<file path="src/rtl/minisrc_control_unit.sv">
// Hardwired control sequencer for the Mini SRC CPU.
// Steps through fetch (T0-T2) and each instruction's execute phase (T3-T7).
// It issues register, bus, memory, select-and-encode and ALU controls that
// drive the datapath. All controls are a combinational decode of the current
// state and the IR opcode.
module minisrc_control_unit (
  input  logic        clk,
  input  logic        clr,
  input  logic [31:0] IR_Data,
  input  logic        CON_out,
  output logic        PC_in,
  output logic        IR_in,
  output logic        Y_in,
  output logic        Z_in,
  output logic        HI_in,
  output logic        LO_in,
  output logic        MAR_in,
  output logic        MDR_in,
  output logic        OutPort_in,
  output logic        IncPC,
  output logic        CON_in,
  output logic        PC_out,
  output logic        Zhigh_out,
  output logic        Zlow_out,
  output logic        HI_out,
  output logic        LO_out,
  output logic        MDR_out,
  output logic        InPort_out,
  output logic        C_out,
  output logic        Read,
  output logic        Write,
  output logic        Gra,
  output logic        Grb,
  output logic        Grc,
  output logic        Rin,
  output logic        Rout,
  output logic        BAout,
  output logic [15:0] RX_in_man,
  output logic [4:0]  alu_instruction_bits,
  output logic        Run
);

  typedef enum logic [3:0] {
    S_RST, S_T0, S_T1, S_T2, S_T3, S_T4, S_T5, S_T6, S_T7, S_HALT
  } state_e;

  typedef enum logic [4:0] {
    OP_LD, OP_LDI, OP_ST, OP_ADD, OP_SUB, OP_AND, OP_OR, OP_ROR, OP_ROL,
    OP_SHR, OP_SHRA, OP_SHL, OP_ADDI, OP_ANDI, OP_ORI, OP_DIV, OP_MUL,
    OP_NEG, OP_NOT, OP_BR, OP_JR, OP_JAL, OP_IN, OP_OUT, OP_MFHI, OP_MFLO,
    OP_NOP, OP_HALT
  } opcode_e;

  // Instructions sharing an execute sequence are grouped so the per-state
  // decode below stays small.
  typedef enum logic [3:0] {
    G_ALU3, G_IMM, G_MULDIV, G_UNARY, G_LDI, G_LD, G_ST, G_BR,
    G_JR, G_JAL, G_IN, G_OUT, G_MFHI, G_MFLO, G_NOP, G_HALT
  } group_e;

  // ALU code used while computing effective addresses and branch targets.
  localparam logic [4:0] ALU_ADD = 5'b00011;

  state_e     state_q, state_d;
  group_e     grp;
  logic [4:0] opcode;

  assign opcode = IR_Data[31:27];

  // Register/constant fields of IR are decoded by the datapath's
  // select-and-encode logic, not here.
  logic unused_ir_fields;
  assign unused_ir_fields = ^IR_Data[26:0];

  // Classify the opcode into its execute-sequence group; reserved codes act as nop.
  always_comb begin
    case (opcode_e'(opcode))
      OP_LD:                        grp = G_LD;
      OP_LDI:                       grp = G_LDI;
      OP_ST:                        grp = G_ST;
      OP_ADD, OP_SUB, OP_AND, OP_OR, OP_ROR, OP_ROL,
      OP_SHR, OP_SHRA, OP_SHL:      grp = G_ALU3;
      OP_ADDI, OP_ANDI, OP_ORI:     grp = G_IMM;
      OP_DIV, OP_MUL:               grp = G_MULDIV;
      OP_NEG, OP_NOT:               grp = G_UNARY;
      OP_BR:                        grp = G_BR;
      OP_JR:                        grp = G_JR;
      OP_JAL:                       grp = G_JAL;
      OP_IN:                        grp = G_IN;
      OP_OUT:                       grp = G_OUT;
      OP_MFHI:                      grp = G_MFHI;
      OP_MFLO:                      grp = G_MFLO;
      OP_HALT:                      grp = G_HALT;
      default:                      grp = G_NOP;
    endcase
  end

  // State register; clr forces RST immediately so controls drop mid-cycle.
  // NOTE: sequential state uses non-blocking assignment so every flop samples
  // the pre-edge value of state_d, independent of block evaluation order.
  always_ff @(posedge clk or posedge clr) begin
    if (clr) state_q <= S_RST;
    else     state_q <= state_d;
  end

  // Next-state and control decode from current state and instruction group.
  always_comb begin
    // NOTE: every output gets a default before the case so that paths which
    // do not mention a signal drive 0 instead of inferring a latch.
    PC_in = 1'b0;  IR_in = 1'b0;  Y_in = 1'b0;  Z_in = 1'b0;
    HI_in = 1'b0;  LO_in = 1'b0;  MAR_in = 1'b0;  MDR_in = 1'b0;
    OutPort_in = 1'b0;  IncPC = 1'b0;  CON_in = 1'b0;
    PC_out = 1'b0;  Zhigh_out = 1'b0;  Zlow_out = 1'b0;  HI_out = 1'b0;
    LO_out = 1'b0;  MDR_out = 1'b0;  InPort_out = 1'b0;  C_out = 1'b0;
    Read = 1'b0;  Write = 1'b0;
    Gra = 1'b0;  Grb = 1'b0;  Grc = 1'b0;  Rin = 1'b0;  Rout = 1'b0;  BAout = 1'b0;
    RX_in_man = '0;
    alu_instruction_bits = '0;
    Run = 1'b1;
    state_d = state_q;

    if (state_q inside {S_T0, S_T1, S_T2, S_T3, S_T4, S_T5, S_T6, S_T7})
      alu_instruction_bits = opcode;

    case (state_q)
      S_RST: state_d = S_T0;
      S_T0: begin
        PC_out = 1'b1;  MAR_in = 1'b1;  IncPC = 1'b1;
        state_d = S_T1;
      end
      S_T1: begin
        Read = 1'b1;  MDR_in = 1'b1;
        state_d = S_T2;
      end
      S_T2: begin
        MDR_out = 1'b1;  IR_in = 1'b1;
        state_d = S_T3;
      end
      S_T3: begin
        state_d = S_T4;
        case (grp)
          G_ALU3, G_IMM:     begin Grb = 1'b1; Rout = 1'b1; Y_in = 1'b1; end
          G_MULDIV:          begin Gra = 1'b1; Rout = 1'b1; Y_in = 1'b1; end
          G_UNARY:           begin Grb = 1'b1; Rout = 1'b1; Z_in = 1'b1; end
          G_LDI, G_LD, G_ST: begin Grb = 1'b1; BAout = 1'b1; Y_in = 1'b1; end
          G_BR:              begin Gra = 1'b1; Rout = 1'b1; CON_in = 1'b1; end
          G_JAL:             begin PC_out = 1'b1; RX_in_man[15] = 1'b1; end
          G_JR: begin
            Gra = 1'b1;  Rout = 1'b1;  PC_in = 1'b1;  state_d = S_T0;
          end
          G_IN: begin
            InPort_out = 1'b1;  Gra = 1'b1;  Rin = 1'b1;  state_d = S_T0;
          end
          G_OUT: begin
            Gra = 1'b1;  Rout = 1'b1;  OutPort_in = 1'b1;  state_d = S_T0;
          end
          G_MFHI: begin
            HI_out = 1'b1;  Gra = 1'b1;  Rin = 1'b1;  state_d = S_T0;
          end
          G_MFLO: begin
            LO_out = 1'b1;  Gra = 1'b1;  Rin = 1'b1;  state_d = S_T0;
          end
          G_HALT:  state_d = S_HALT;
          default: state_d = S_T0;
        endcase
      end
      S_T4: begin
        state_d = S_T5;
        case (grp)
          G_ALU3:   begin Grc = 1'b1; Rout = 1'b1; Z_in = 1'b1; end
          G_IMM:    begin C_out = 1'b1; Z_in = 1'b1; end
          G_MULDIV: begin Grb = 1'b1; Rout = 1'b1; Z_in = 1'b1; end
          G_UNARY: begin
            Zlow_out = 1'b1;  Gra = 1'b1;  Rin = 1'b1;  state_d = S_T0;
          end
          G_LDI, G_LD, G_ST: begin
            C_out = 1'b1;  Z_in = 1'b1;  alu_instruction_bits = ALU_ADD;
          end
          G_BR:     begin PC_out = 1'b1; Y_in = 1'b1; end
          G_JAL: begin
            Gra = 1'b1;  Rout = 1'b1;  PC_in = 1'b1;  state_d = S_T0;
          end
          default:  state_d = S_T0;
        endcase
      end
      S_T5: begin
        state_d = S_T6;
        case (grp)
          G_ALU3, G_IMM, G_LDI: begin
            Zlow_out = 1'b1;  Gra = 1'b1;  Rin = 1'b1;  state_d = S_T0;
          end
          G_MULDIV:   begin Zlow_out = 1'b1; LO_in = 1'b1; end
          G_LD, G_ST: begin Zlow_out = 1'b1; MAR_in = 1'b1; end
          G_BR: begin
            C_out = 1'b1;  Z_in = 1'b1;  alu_instruction_bits = ALU_ADD;
          end
          default:    state_d = S_T0;
        endcase
      end
      S_T6: begin
        state_d = S_T7;
        case (grp)
          G_MULDIV: begin
            Zhigh_out = 1'b1;  HI_in = 1'b1;  state_d = S_T0;
          end
          G_LD: begin Read = 1'b1; MDR_in = 1'b1; end
          G_ST: begin Gra = 1'b1; Rout = 1'b1; MDR_in = 1'b1; end
          G_BR: begin
            // Not-taken branch still spends T6, just with no transfers.
            Zlow_out = CON_out;  PC_in = CON_out;  state_d = S_T0;
          end
          default: state_d = S_T0;
        endcase
      end
      S_T7: begin
        state_d = S_T0;
        case (grp)
          G_LD:    begin MDR_out = 1'b1; Gra = 1'b1; Rin = 1'b1; end
          G_ST:    Write = 1'b1;
          default: ;
        endcase
      end
      S_HALT: begin
        Run = 1'b0;
        state_d = S_HALT;
      end
      default: state_d = S_RST;
    endcase
  end

endmodule

</file>
<file path="config.mk">
export PLATFORM = sky130hd
export DESIGN_NAME = minisrc_control_unit
export DESIGN_NICKNAME = d
export VERILOG_FILES = /design/src/rtl/minisrc_control_unit.sv
export SDC_FILE = /design/constraint.sdc
export NUM_CORES = 1
export LEC_CHECK = 0
export ABC_AREA = 1
export BUFFER_PORTS_ARGS = -buffer_cell sky130_fd_sc_hd__buf_2
export CAP_MARGIN = 15
export CORE_ASPECT_RATIO = 1.5
export CORE_MARGIN = 2
export CORE_UTILIZATION = 43
export CTS_BUF_LIST = sky130_fd_sc_hd__clkbuf_8 sky130_fd_sc_hd__clkbuf_16
export DETAILED_ROUTE_END_ITERATION = 16
export PLACE_DENSITY = 0.86
export SLEW_MARGIN = 20
export SYNTH_ARGS = -nofsm -noshare
export SYNTH_HDL_FRONTEND = slang
export SYNTH_SLANG_ARGS = --single-unit
</file>
<file path="constraint.sdc">
create_clock -name clk -period 3.35 [get_ports clk]
set_input_delay 0.67 -clock clk [delete_from_list [all_inputs] [get_ports clk]]
set_output_delay 0.67 -clock clk [all_outputs]
set_load 0.01 [all_outputs]
</file>
# Word level (Yosys, flattened, before mapping)
# Memories as Yosys holds them, arrays and structs flattened.
# Index checks and enable logic that the tools add are counted.
# Widths: inputs -> output; s select.
[word_totals]
reg_bits = 4
romBits = 128
inputBits = 35
output_inout_bits = 49
word_cells = 104
mem_count = 1
[memory_table]
columns = ["name", "words", "word_bits", "rd", "rd_clocked_by_memory_dff", "wr", "line", "rtl"]
rows = [
  ["(no name shown)", 32, 4, 1, 0, 0, "77", "case (opcode_e'(opcode))"],
]
[op_classes]
eq_ne = 23
n_mux = 61
reduce_logical = 18
[op_table]
columns = ["op", "count"]
rows = [
  ["$mux 1", 38],
  ["$eq 4x4->1 const B", 9],
  ["$pmux 4 s9", 1],
  ["$eq 4x3->1 const B", 8],
  ["$reduce_or 7->1", 3],
  ["$eq 4x2->1 const B", 4],
  ["$mux 5", 3],
  ["$pmux 1 s3", 5],
  ["$pmux 1 s2", 7],
  ["$reduce_or 3->1", 4],
  ["$reduce_or 6->1", 2],
  ["$pmux 5 s2", 1],
  ["$reduce_or 9->1", 1],
  ["$eq 4x1->1 const B", 2],
  ["$logic_not 4->1", 2],
  ["$pmux 4 s2", 1],
  ["$reduce_bool 8->1", 1],
  ["$reduce_or 4->1", 2],
  ["$mux 3", 2],
  ["$reduce_or 2->1", 3],
  ["$pmux 1 s5", 1],
  ["$mux 4", 1],
  ["$pmux 1 s4", 1],
]

# Longest topological paths before layout
[logic_depth]
word_depth = 5
mapped_depth = 12
depth_no_buf = 12

# Least setup slack after synthesis
# No wires, ideal clock.
[synth_timing]
path_type = "input -> output"
start = "in IR_Data[30]"
end = "out Zhigh_out"
t_arrival_ps = 1689
t_required_ps = 2680
slack_ps = 991
cell_stages = 8
path_buffers = 1
path_cell_list = "nor2_4 > nor2_1 > nand2_1 > nand2_1 > nand2_4 > nand3_2 > nor2_1 > buf_4"
[synth_via]
elab_chain_cells = 4
[synth_lines]
columns = ["element", "line", "rtl"]
rows = [
  ["start: declaration", "9", "input logic [31:0] IR_Data,"],
  ["$mem_v2 32x4", "-", ""],
  ["$eq 4x2->1", "-", ""],
  ["$mux 1 (2 in a row)", "-", ""],
  ["end: declaration", "23", "output logic Zhigh_out,"],
]
# No other way between the ends.

# Final worst setup path
[layout_timing]
start = "in IR_Data[30]"
end = "out Z_in"
[layout_via]
elab_chain_cells = 5
elab_cells_between_ends = 14
[layout_lines]
columns = ["element", "line", "rtl"]
rows = [
  ["$mem_v2 32x4 *", "-", ""],
  ["$eq 4x3->1, or another cell as far along", "169", "case (grp)"],
  ["$reduce_or 6->1 (no source line)", "-", ""],
  ["$mux 1", "169", ""],
  ["$pmux 1 s3 *", "125", "case (state_q)"],
  ["end: declaration", "14", "output logic Z_in,"],
]
# Mark *: on every way between the ends. The rest lies on a longest branch, timed or not.

==> results_dict.tcl <==
set metrics [dict create \
    grtUsageMet1_pct 20.4 \
    cts_tree "done" \
    cts.repair.resized 0 \
    leakage_uw 0.000823 \
    finalCriticalPeriod_ns 2.87 \
    finalClockSkew_ns 0.00228 \
    crit_path_max_fanout 13 \
    clkSinkCount 4 \
    total_power_uw 619 \
    worst_pin_slew_ns 0.499 \
    port-buffer-count 41 \
    clk_path_buf_depth 2 \
    area_growth_pct 18.3 \
    layout-drive-gt1-share_pct 29.3 \
    critPathArrivalTime_ns 2.20 \
    maxCapViolations 0 \
    place_congestion 0.907 \
    path_clk_slew_ns 0.03 \
    drcViolationCount 0 \
    worstSetupPathType "in2out" \
    vias_per_cell 5.13 \
    top_regs "state_q (4)" \
    cts_setup_buffers 0 \
    finalSetupViolCount 0 \
    timing.final.crit_share_pct 85.5 \
    synth-seq-cells 4 \
    ir_drop_mv 0.255 \
    drt_pass1_iterations 4 \
    hpwl_um 2430 \
    cp-end-kind "output pin" \
    grt.total_usage_pct 21.6 \
    synthCells 198 \
    cts_made_buffers 3 \
    overflow 0 \
    largest_reg_flops 4 \
    num_antenna_cells 0 \
    relSlewSlack_pct 66.3 \
    start_util_pct 44.6 \
    grt_pass1_vias 1272 \
    critPathLaunchType "input port" \
    avgSynthCellArea_um2 5.45 \
    dieArea_um2 2940 \
    insertion_delay_ns 0.21 \
    fmax_mhz 349 \
    nNetsFinal 276 \
    rsz0062_at_grt "no" \
    wire_per_inst_um 11.1 \
    num-fill-cells 267 \
    antenna_left 0 \
    ios 84 \
    power_density_nw_per_um2 484 \
    outcome "completed" \
    slew_violations 0 \
    drt_iter0_drc 33 \
    grt_util_met2_pct 41.7 \
    routed_wl_um 2920 \
    grt_max_degree 14 \
    hold_class "in2async" \
    grt.busiest_layer "met2" \
    core-area_um2 2420 \
    largest-register "state_q" \
    synth_cell_type_count 27 \
    num_rows 22 \
    root_buffer "clkbuf_8" \
    vias 1348 \
    synth-seq-area-share_pct 9.27 \
    yosysWarnings 0 \
    cp.required_ns 2.68 \
    cts_hold_buffers 0 \
    cts_max_level 1 \
    syn_area_um2 1080 \
    grt_pass1_wl_um 4910 \
    die_w_um 44.9 \
    final_hold_viol_count 0 \
    die_y_um 65.4 \
    grt.met3_usage_pct 2.20 \
    antenna_found_initial 0 \
    setup_tns_ns 0 \
]
-- per-stage QoR --
stage | area (um2) | utilization [%] | hold slack, ns | setup WS (ns) | cells
final | 1280 | 52.7 | 0.324 | 0.484 | 263
after global routing | 1280 | 52.7 | 0.346 | 0.328 | 263
after CTS | 1280 | 52.7 | 0.322 | 0.491 | 263
after detailed placement | 1240 | 51.0 | 0.549 | 0.495 | 260
after global placement | 1240 | 51.0 | 0.547 | 0.505 | 260
after floorplan | 1130 | - | 0.436 | 0.991 | 212
-- critical path, cell delays in order --
cell and delay [ns]:
buf_2 0.15, nor2_4 0.22, nand2_1 0.08, nand3_1 0.10, nand2_2 0.20, inv_2 0.19
nand2_1 0.08, nor2_1 0.11, inv_1 0.08, o211ai_1 0.16, buf_2 0.15
-- synthesized netlist by cell type --
master | number | area, um2
a41oi_1 | 1 | 8.76
clkinv_1 | 1 | 3.75
nand4_1 | 5 | 31.3
o211ai_1 | 4 | 30.0
o21ai_2 | 1 | 8.76
o21ai_0 | 6 | 30.0
nand3_2 | 4 | 40.0
inv_2 | 4 | 15.0
conb_1 | 1 | 3.75
nor2_1 | 27 | 101
nand2_4 | 3 | 33.8
o21a_1 | 2 | 15.0
nand3_1 | 18 | 90.1
nor3_1 | 2 | 10.0
dfrtp_1 | 4 | 100
buf_4 | 16 | 120
nand2_1 | 48 | 180
or3_1 | 1 | 6.26
buf_6 | 1 | 11.3
nor2_2 | 3 | 18.8
nand2_2 | 9 | 56.3
a22oi_1 | 1 | 7.51
a31oi_1 | 1 | 6.26
nor2_4 | 2 | 22.5
a21oi_1 | 2 | 10.0
inv_1 | 29 | 109
o21ai_1 | 2 | 10.0
-- kinds of logic (layout without fill, tap and decap cells) --
family	Yosys count	count (layout)	share of synthesized area (%)
AOI/OAI and AO/OA	20	20	11.7
buffers and inverters	51	78	24.0
DFF	4	4	9.27
other	1	15	0.347
and+or+nand+nor	122	122	54.7
-- final cells by class --
class | count | area (um2) | share of cell area (%)
tap | 24 | 30.0 | 2.35
timing repair buffer | 41 | 205 | 16.1
sequential | 4 | 100 | 7.84
clock buffer | 3 | 41.3 | 3.23
multi-input combinational | 157 | 773 | 60.5
inverter | 34 | 128 | 9.99
-- power breakdown --
| part | leakage [uW] | total [uW] | internal (uW) | switching [uW] |
|---|---|---|---|---|
| combinational | 0.000751 | 432 | 148 | 285 |
| clock | 0.0000216 | 99.4 | 76.4 | 23.0 |
| sequential | 0.0000503 | 86.9 | 67.8 | 19.0 |
| total | 0.000823 | 619 | 292 | 327 |
-- layout by cell type, fill, tap and decap left out --
master / n
clkinv_1: 1
o21ai_1: 2
nand2_2: 9
dfrtp_1: 4
nand3_1: 18
clkbuf_8: 3
a31oi_1: 1
a41oi_1: 1
a21oi_1: 2
conb_1: 15
nor2_4: 2
o21a_1: 2
inv_1: 29
inv_2: 4
buf_2: 41
o21ai_2: 1
nor2_2: 3
nand2_4: 3
o211ai_1: 4
nand4_1: 5
nand2_1: 48
nor3_1: 2
or3_1: 1
o21ai_0: 6
a22oi_1: 1
nand3_2: 4
nor2_1: 27
-- worst paths after layout --
kind | from | endpoint | slack [ns] | cells after the start
setup / recovery | IR_Data[30] | Z_in | 0.48 | 11
hold / removal | clr | state_q[2] | 0.32 | 2
setup reg to reg | state_q[0] | state_q[3] | 1.79 | 7
hold reg to reg | state_q[3] | state_q[0] | 0.61 | 2
max in group asynchronous | clr | state_q[3] | 2.88 | 2
min in group clk | state_q[3] | state_q[0] | 0.61 | 2
-- layer usage --
metal | wire [um] | share of wire, %
met4 | 86 | 2.9
met3 | 106 | 3.6
met2 | 1660 | 57
met1 | 1070 | 37
met5 | 0 | 0
Note: power is estimated with default switching activity, not from simulation.
